File: config.mk
export PLATFORM = sky130hd
export DESIGN_NAME = instruction_cache
export DESIGN_NICKNAME = d
export VERILOG_FILES = /design/src/rtl/instruction_cache.sv
export SDC_FILE = /design/constraint.sdc
export NUM_CORES = 2
export LEC_CHECK = 0
export BUFFER_PORTS_ARGS = -buffer_cell sky130_fd_sc_hd__buf_2
export CORE_MARGIN = 5
export CORE_UTILIZATION = 45
export CTS_CLUSTER_DIAMETER = 150
export DETAILED_ROUTE_END_ITERATION = 10
export HOLD_SLACK_MARGIN = 0.02
export PLACE_DENSITY_LB_ADDON = 0.05
export SETUP_SLACK_MARGIN = 0.4
export SYNTH_ARGS = -nofsm -noshare
export SYNTH_HDL_FRONTEND = slang
export SYNTH_SLANG_ARGS = --single-unit
File: constraint.sdc
create_clock -name clk -period 6.2 [get_ports clk]
set_input_delay 0.93 -clock clk [delete_from_list [all_inputs] [get_ports clk]]
set_output_delay 0.93 -clock clk [all_outputs]
set_load 0.03 [all_outputs]
File: src/rtl/instruction_cache.sv
// Direct-mapped instruction cache with word-serial line refill from instruction memory.
// Defining ICACHE_STATS_EN adds hit_count/miss_count statistics outputs.
module instruction_cache #(
  parameter int unsigned LINES          = 16,
  parameter int unsigned WORDS_PER_LINE = 4
) (
  input  logic        clk,
  input  logic        rst,
  input  logic [31:0] instruction_address,
  input  logic        flush,
  output logic        hit,
  output logic [31:0] instruction,
  output logic        mem_req,
  output logic [31:0] mem_addr,
  input  logic        mem_ready,
  input  logic [31:0] mem_data
`ifdef ICACHE_STATS_EN
  ,
  output logic [31:0] hit_count,
  output logic [31:0] miss_count
`endif
);

  localparam int unsigned OFF_W = $clog2(WORDS_PER_LINE);
  localparam int unsigned IDX_W = $clog2(LINES);
  localparam int unsigned TAG_W = 32 - 2 - OFF_W - IDX_W;

  typedef enum logic {
    LOOKUP,
    REFILL
  } state_t;

  state_t state, state_next;

  logic [OFF_W-1:0] offset;
  logic [IDX_W-1:0] index;
  logic [TAG_W-1:0] tag;

  logic [LINES-1:0] valid;
  logic [TAG_W-1:0] tag_mem  [LINES];
  logic [31:0]      data_mem [LINES][WORDS_PER_LINE];

  logic [TAG_W-1:0] fill_tag;
  logic [IDX_W-1:0] fill_index;
  logic [OFF_W-1:0] count;

  logic lookup_hit;
  logic start_fill;
  logic fill_we;
  logic fill_last;
  logic unused_byte_bits;

  assign offset = instruction_address[2 +: OFF_W];
  assign index  = instruction_address[2 + OFF_W +: IDX_W];
  assign tag    = instruction_address[31 -: TAG_W];
  assign unused_byte_bits = ^instruction_address[1:0];

  assign lookup_hit = valid[index] && (tag_mem[index] == tag);
  assign start_fill = (state == LOOKUP) && !lookup_hit && !flush;
  assign fill_we    = (state == REFILL) && mem_ready && !flush && !rst;
  assign fill_last  = (count == OFF_W'(WORDS_PER_LINE - 1));

  // State register
  always_ff @(posedge clk) begin
    if (rst) state <= LOOKUP;
    else     state <= state_next;
  end

  // Next-state logic; flush overrides everything, including a final refill write
  always_comb begin
    state_next = state;
    if (flush) begin
      state_next = LOOKUP;
    end else begin
      case (state)
        LOOKUP:  if (!lookup_hit) state_next = REFILL;
        REFILL:  if (mem_ready && fill_last) state_next = LOOKUP;
        default: state_next = LOOKUP;
      endcase
    end
  end

  // Output logic: hit is a same-cycle lookup, refill address walks the latched line
  always_comb begin
    hit         = 1'b0;
    instruction = 32'h0;
    mem_req     = 1'b0;
    mem_addr    = 32'h0;
    if (state == LOOKUP && lookup_hit && !flush) begin
      hit         = 1'b1;
      instruction = data_mem[index][offset];
    end
    if (state == REFILL) begin
      mem_req  = 1'b1;
      mem_addr = {fill_tag, fill_index, count, 2'b00};
    end
  end

  // Valid bits, refill counter and latched line address
  always_ff @(posedge clk) begin
    if (rst) begin
      valid      <= '0;
      count      <= '0;
      fill_tag   <= '0;
      fill_index <= '0;
    end else if (flush) begin
      valid <= '0;
      count <= '0;
    end else if (start_fill) begin
      fill_tag      <= tag;
      fill_index    <= index;
      count         <= '0;
      valid[index]  <= 1'b0;
    end else if (fill_we) begin
      count <= count + OFF_W'(1);
      if (fill_last) valid[fill_index] <= 1'b1;
    end
  end

  // Tag and data arrays carry no reset; the valid bits guard them
  always_ff @(posedge clk) begin
    if (fill_we) begin
      data_mem[fill_index][count] <= mem_data;
      if (fill_last) tag_mem[fill_index] <= fill_tag;
    end
  end

`ifdef ICACHE_STATS_EN
  always_ff @(posedge clk) begin
    if (rst) begin
      hit_count  <= '0;
      miss_count <= '0;
    end else begin
      if (hit)        hit_count  <= hit_count + 32'd1;
      if (start_fill) miss_count <= miss_count + 32'd1;
    end
  end
`endif

endmodule

# Word-level counts from Yosys, hierarchy flattened
# Memories as Yosys holds them, arrays and structs flattened.
# Index checks and enable logic that the tools add are counted.
# classes
addsub	1
reduce_logical	21
eq_ne	2
n_lt_le_gt_ge	7
bitwise	7
mux	26
# ops
operator	n
two-way mux 32 bit	5
two-way mux 128 bit	1
binary-select mux 32 bit (select 2 bit)	1
demux 32 bit (select 2 bit)	1
two-way mux 16 bit	3
== test 24 bit	1
AND 16 bit	1
NOT 16 bit	1
OR 16 bit	1
logical AND 1 bit	12
two-way mux 1 bit	11
less-than comparator 4 x 5 -> 1 bit, second input constant	2
demux 1 bit (select 4 bit)	2
greater-or-equal comparator 4 x 1 -> 1 bit, second input constant	2
greater-or-equal comparator 3 bit, second input constant	2
NOT 2 -> 3 bit	2
binary-select mux 1 bit (select 4 bit)	1
AND reduction 2 bit	2
nonzero test 2 bit	2
logical NOT 1 bit	3
less-than comparator 3 x 1 -> 1 bit, second input constant	1
OR reduction 3 bit	1
adder 2 x 1 -> 2 bit, second input constant	1
== test 2 bit, second input constant	1
3 further kinds	4
# totals
ff_bits	47
mem_bits_rw	2432
elab_cells	71
mem_count	2
input_bits	68
# memory_table
memory	words	width	rd	rd_clocked_by_memory_dff	wr	line	source
data_mem	16	128	1	0	1	41	logic [31:0] data_mem [LINES][WORDS_PER_LINE];
tag_mem	16	24	1	0	1	40	logic [TAG_W-1:0] tag_mem [LINES];

# Logic depth before layout (Yosys ltp)
# logic_depth
ltp_word	8
depth_mapped	14
ltp_nobuf	8

# Worst setup path before layout
# OpenSTA, ideal clock, no wires.
# synth_path
kind	input to register
startpoint	input port flush
endpoint	register valid[15]
cell_stages	8
setup_time_ns	0.082
required_time_ns	6.118
path_slack_ns	1.489
arrival_time_ns	4.629
n_path_buf	2
path_cell_list	nor2_1 -> and3_1 -> buf_1 -> nand2_1 -> clkbuf_1 -> nor2_1 -> o21ai_0 -> a31oi_1
# synth_via
elab_chain_cells	5
elab_cells_between_ends	9
cone_classes	mux (1); reduce/logical (8)
# synth_rtl
item	line	source
from (decl)	10	input logic flush,
logical NOT 1 bit	59, 60	
logical AND 1 bit (2 in a row)	60	assign fill_we = (state == REFILL) && mem_ready && !flush && !rst;
nonzero test 2 bit (no line)	-	
AND reduction 2 bit (no line)	-	
to (signal assigned)	102	valid <= '0;
to (signal assigned)	107	valid <= '0;
to (signal, indexed assignment)	113	valid[index] <= 1'b0;
to (decl)	39	logic [LINES-1:0] valid;
# Parallel ways exist; a longest one is shown, timed or not.
# A chain may end at the register's enable or synchronous reset.

# Worst setup path in the final report
# layout_path
startpoint	input port instruction_address[4]
endpoint	output port instruction[10]
# layout_via
elab_chain_cells	6
elab_cells_between_ends	12
cone_classes	eq/ne (1); mux (6); reduce/logical (3); memory (2)
# layout_rtl
item	line	source
from (decl)	9	input logic [31:0] instruction_address,
memory read (16 x 24 bit) / binary-select mux 1 bit (select 4 bit) (equally long branches)	-	
== test 24 bit / two-way mux 1 bit (equally long branches)	58	assign lookup_hit = valid[index] && (tag_mem[index] == tag);
logical AND 1 bit	58	
logical AND 1 bit (2 in a row)	89	if (state == LOOKUP && lookup_hit && !flush) begin
two-way mux 32 bit *	89	
to (decl)	12	output logic [31:0] instruction,
# Mark *: on every way between the ends. The rest lies on a longest branch, timed or not. The select of a mux whose other input is x is not followed.

==> flow_metrics.py <==
metrics = {
    "status": {
        "status": "finished, violations left",
        "violations": "antenna violations",
    },
    "routing": {
        "drtIter0Drc": 4170,
        "drc": 0,
        "routed_via_density": 5.98,
        "antenna_left": 1,
        "wl_um": 255000,
        "firstDrtPassIters": 7,
        "wl_per_cell_um": 34.3,
        "vias": 44400,
    },
    "clocking": {
        "cts_buffers": 283,
        "clkTransAtPathRegs_ns": 0.06,
        "cts-resized-gates": 0,
        "post_cts_buffers": 0,
        "cts_max_level": 5,
        "clock-sinks": 2479,
        "cts_root_buf": "clkbuf_16",
        "insertion_delay_ns": 0.92,
        "cts_hold_buf": 0,
        "clockBufferDepth": 4,
        "cts_tree": "yes",
    },
    "timing": {
        "post-route-period-util_pct": 89.9,
        "slew_viol_final": 0,
        "period_needed_ns": 5.58,
        "grt_setup_unrepaired": "false",
        "tightest_slew_ns": 1.27,
        "hold_viol": 0,
        "fin_hold_ws_ns": 0.454,
        "fmax_ghz": 0.179,
        "setup_violations": 0,
        "worst_slack_ns": 0.623,
        "tns_ns": 0,
        "fin_worst_skew_ns": 0.0309,
        "relSlewSlack_pct": 15.3,
    },
    "floorplanning": {
        "io_pins": 134,
        "initial_utilization_pct": 45.2,
        "die_area_mm2": 0.223,
        "coreArea_mm2": 0.212,
        "dieHeight_um": 472,
        "num_rows": 169,
        "die_w_um": 472,
    },
    "power": {
        "vdd_drop_max_mv": 0.312,
        "p_leak_uw": 0.0344,
        "power_density_mw_per_mm2": 326,
    },
    "grt": {
        "grt_pass1_wl_um": 360000,
        "track_usage_pct": 22.9,
        "grt_pass1_vias": 46300,
        "antenna_found_initial": 27,
        "grt_overflow_total": 0,
        "grt_max_degree": 110,
    },
    "placed_design": {
        "place_congestion": 0.747,
        "dp_hpwl_um": 145000,
        "port_buffers": 129,
        "place_ws_ns": 0.598,
    },
    "yosys": {
        "yosysUniqueCellTypes": 53,
        "post_synth_inst_count": 4025,
        "synth_ff_type": "edfxtp_1",
        "async_flop_share_pct": 0,
        "synth_area_per_cell_um2": 23.8,
        "netlist.area_leader.share_pct": 76.1,
        "synth_area_leader_cell": "edfxtp_1",
        "ys_top_cells_by_area": "edfxtp_1 76%, mux4_2 18%, dfxtp_1 0.98%",
        "synth_edf_count": 2432,
        "synth_warnings": 0,
        "ys_ff_latch": 2479,
        "yosysSeqAreaShare_pct": 77.1,
        "synthesis.area_mm2": 0.0960,
    },
    "worst_setup_path": {
        "start_kind": "input pin",
        "crit_required_ns": 5.27,
        "worstPathMaxFanout": 42,
        "path_class": "input pin to output port",
        "endpoint_kind": "output port",
        "worstPathArrival_ns": 4.65,
    },
    "layout": {
        "drive_gt1_share_pct": 32.7,
        "layout.nets": 4468,
        "area_growth_syn_to_layout_pct": 14.7,
    },
    "job": {
        "max_cap_violations": 0,
    },
    "worst_hold_path": {
        "hp-class": "input pin to flip-flop",
    },
}
[where the power goes]
group	internal, µW	switching, µW
logic	659	942
clock network	9360	6380
registers	18500	89.0
[worst max-delay path: stages]
cell and delay [ns]:
buf_8 0.39, buf_12 0.27, mux4_2 0.52, mux2i_1 0.34, xnor2_1 0.13, a2111oi_2 0.52, a21oi_2 0.08, nor4_1 0.28
nor4b_4 0.28, buf_12 0.26, and2_1 0.21, buf_12 0.14, buf_2 0.21
[metrics by stage]
stage	cells	power [µW]	area, µm²	util, %
floorplan	4026	19800	96000	-
global route	7416	37000	110000	51.9
detailed placement	6932	20500	101000	47.8
global placement	6932	20500	101000	47.8
CTS	7412	36300	110000	51.9
finish	7424	35900	110000	51.9
[layout by cell type, fill, tap and decap left out, drive strengths merged, types with 6 or more instances in the layout]
| master | n |
|---|---|
| xnor2 | 24 |
| nor4 | 6 |
| clkinv | 87 |
| a31oi | 20 |
| nor2 | 81 |
| and2 | 66 |
| edfxtp | 2432 |
| inv | 15 |
| a21oi | 9 |
| a22oi | 16 |
| mux4 | 762 |
| buf | 316 |
| mux2i | 69 |
| o21ai | 19 |
| nor4b | 29 |
| and3 | 22 |
| bufinv | 19 |
| nor2b | 10 |
| nor3 | 17 |
| o22ai | 11 |
| nand2 | 52 |
| dfxtp | 47 |
| nand3 | 10 |
| clkbuf | 369 |
| a32oi | 30 |
| diode | 12 |
[registers in the layout, summed over array words and instances, names as in the netlist]
| register | count |
|---|---|
| fill_index | 4 |
| valid | 16 |
| fill_tag | 24 |
| count | 2 |
| tag_mem | 384 |
| state | 1 |
| data_mem | 2048 |
[synthesized netlist by cell type (17+ instances only)]
cell         n
and3_1      22
nor2_1      81
clkbuf_1    95
and2_1      65
nor3_1      17
nand2_1     52
buf_1       22
edfxtp_1  2432
buf_2       73
nor4b_1     28
buf_4       25
xnor2_1     24
o21ai_0     19
dfxtp_1     47
mux2i_1     69
a31oi_1     20
mux4_2     762
a32oi_1     30
[layout make-up]
cell class | instances | area [µm²]
Clock buffer | 369 | 7590
Sequential cell | 2479 | 74000
Clock inverter | 111 | 976
Tap cell | 2821 | 3530
Fill cell | 16600 | 102000
Inverter | 13 | 56.3
Timing Repair Buffer | 316 | 2620
Antenna cell | 12 | 30.0
Multi-Input combinational cell | 1303 | 21300
[metal layers]
layer / global-route usage [%] / part of all wire [%]
met5: 0 / 0.024
met1: 32.6 / 43
met4: 6.72 / 3.0
met2: 36.8 / 49
met3: 4.24 / 5.7
[kinds of logic after synthesis]
logic type	after synthesis	share of synthesized area (%)
AOI/OAI and AO/OA	131	0.985
xor gates and xnor gates	29	0.265
and+or+nand+nor	305	1.71
adders and majority gates	4	0.0522
muxes	832	18.6
buffers and inverters	244	1.28
other	1	0.00391
DFF	2479	77.1
[path summary, 6_finish.rpt]
kind,startpoint,endpoint,slack (ns),depth (start not counted)
max,instruction_address[4],instruction[10],0.62,13
min,mem_ready,state,0.45,3
max reg2reg,state,data_mem[15][14],2.23,6
min reg2reg,valid[9],valid[9],0.54,2
Power figures use the tool's default switching activity.
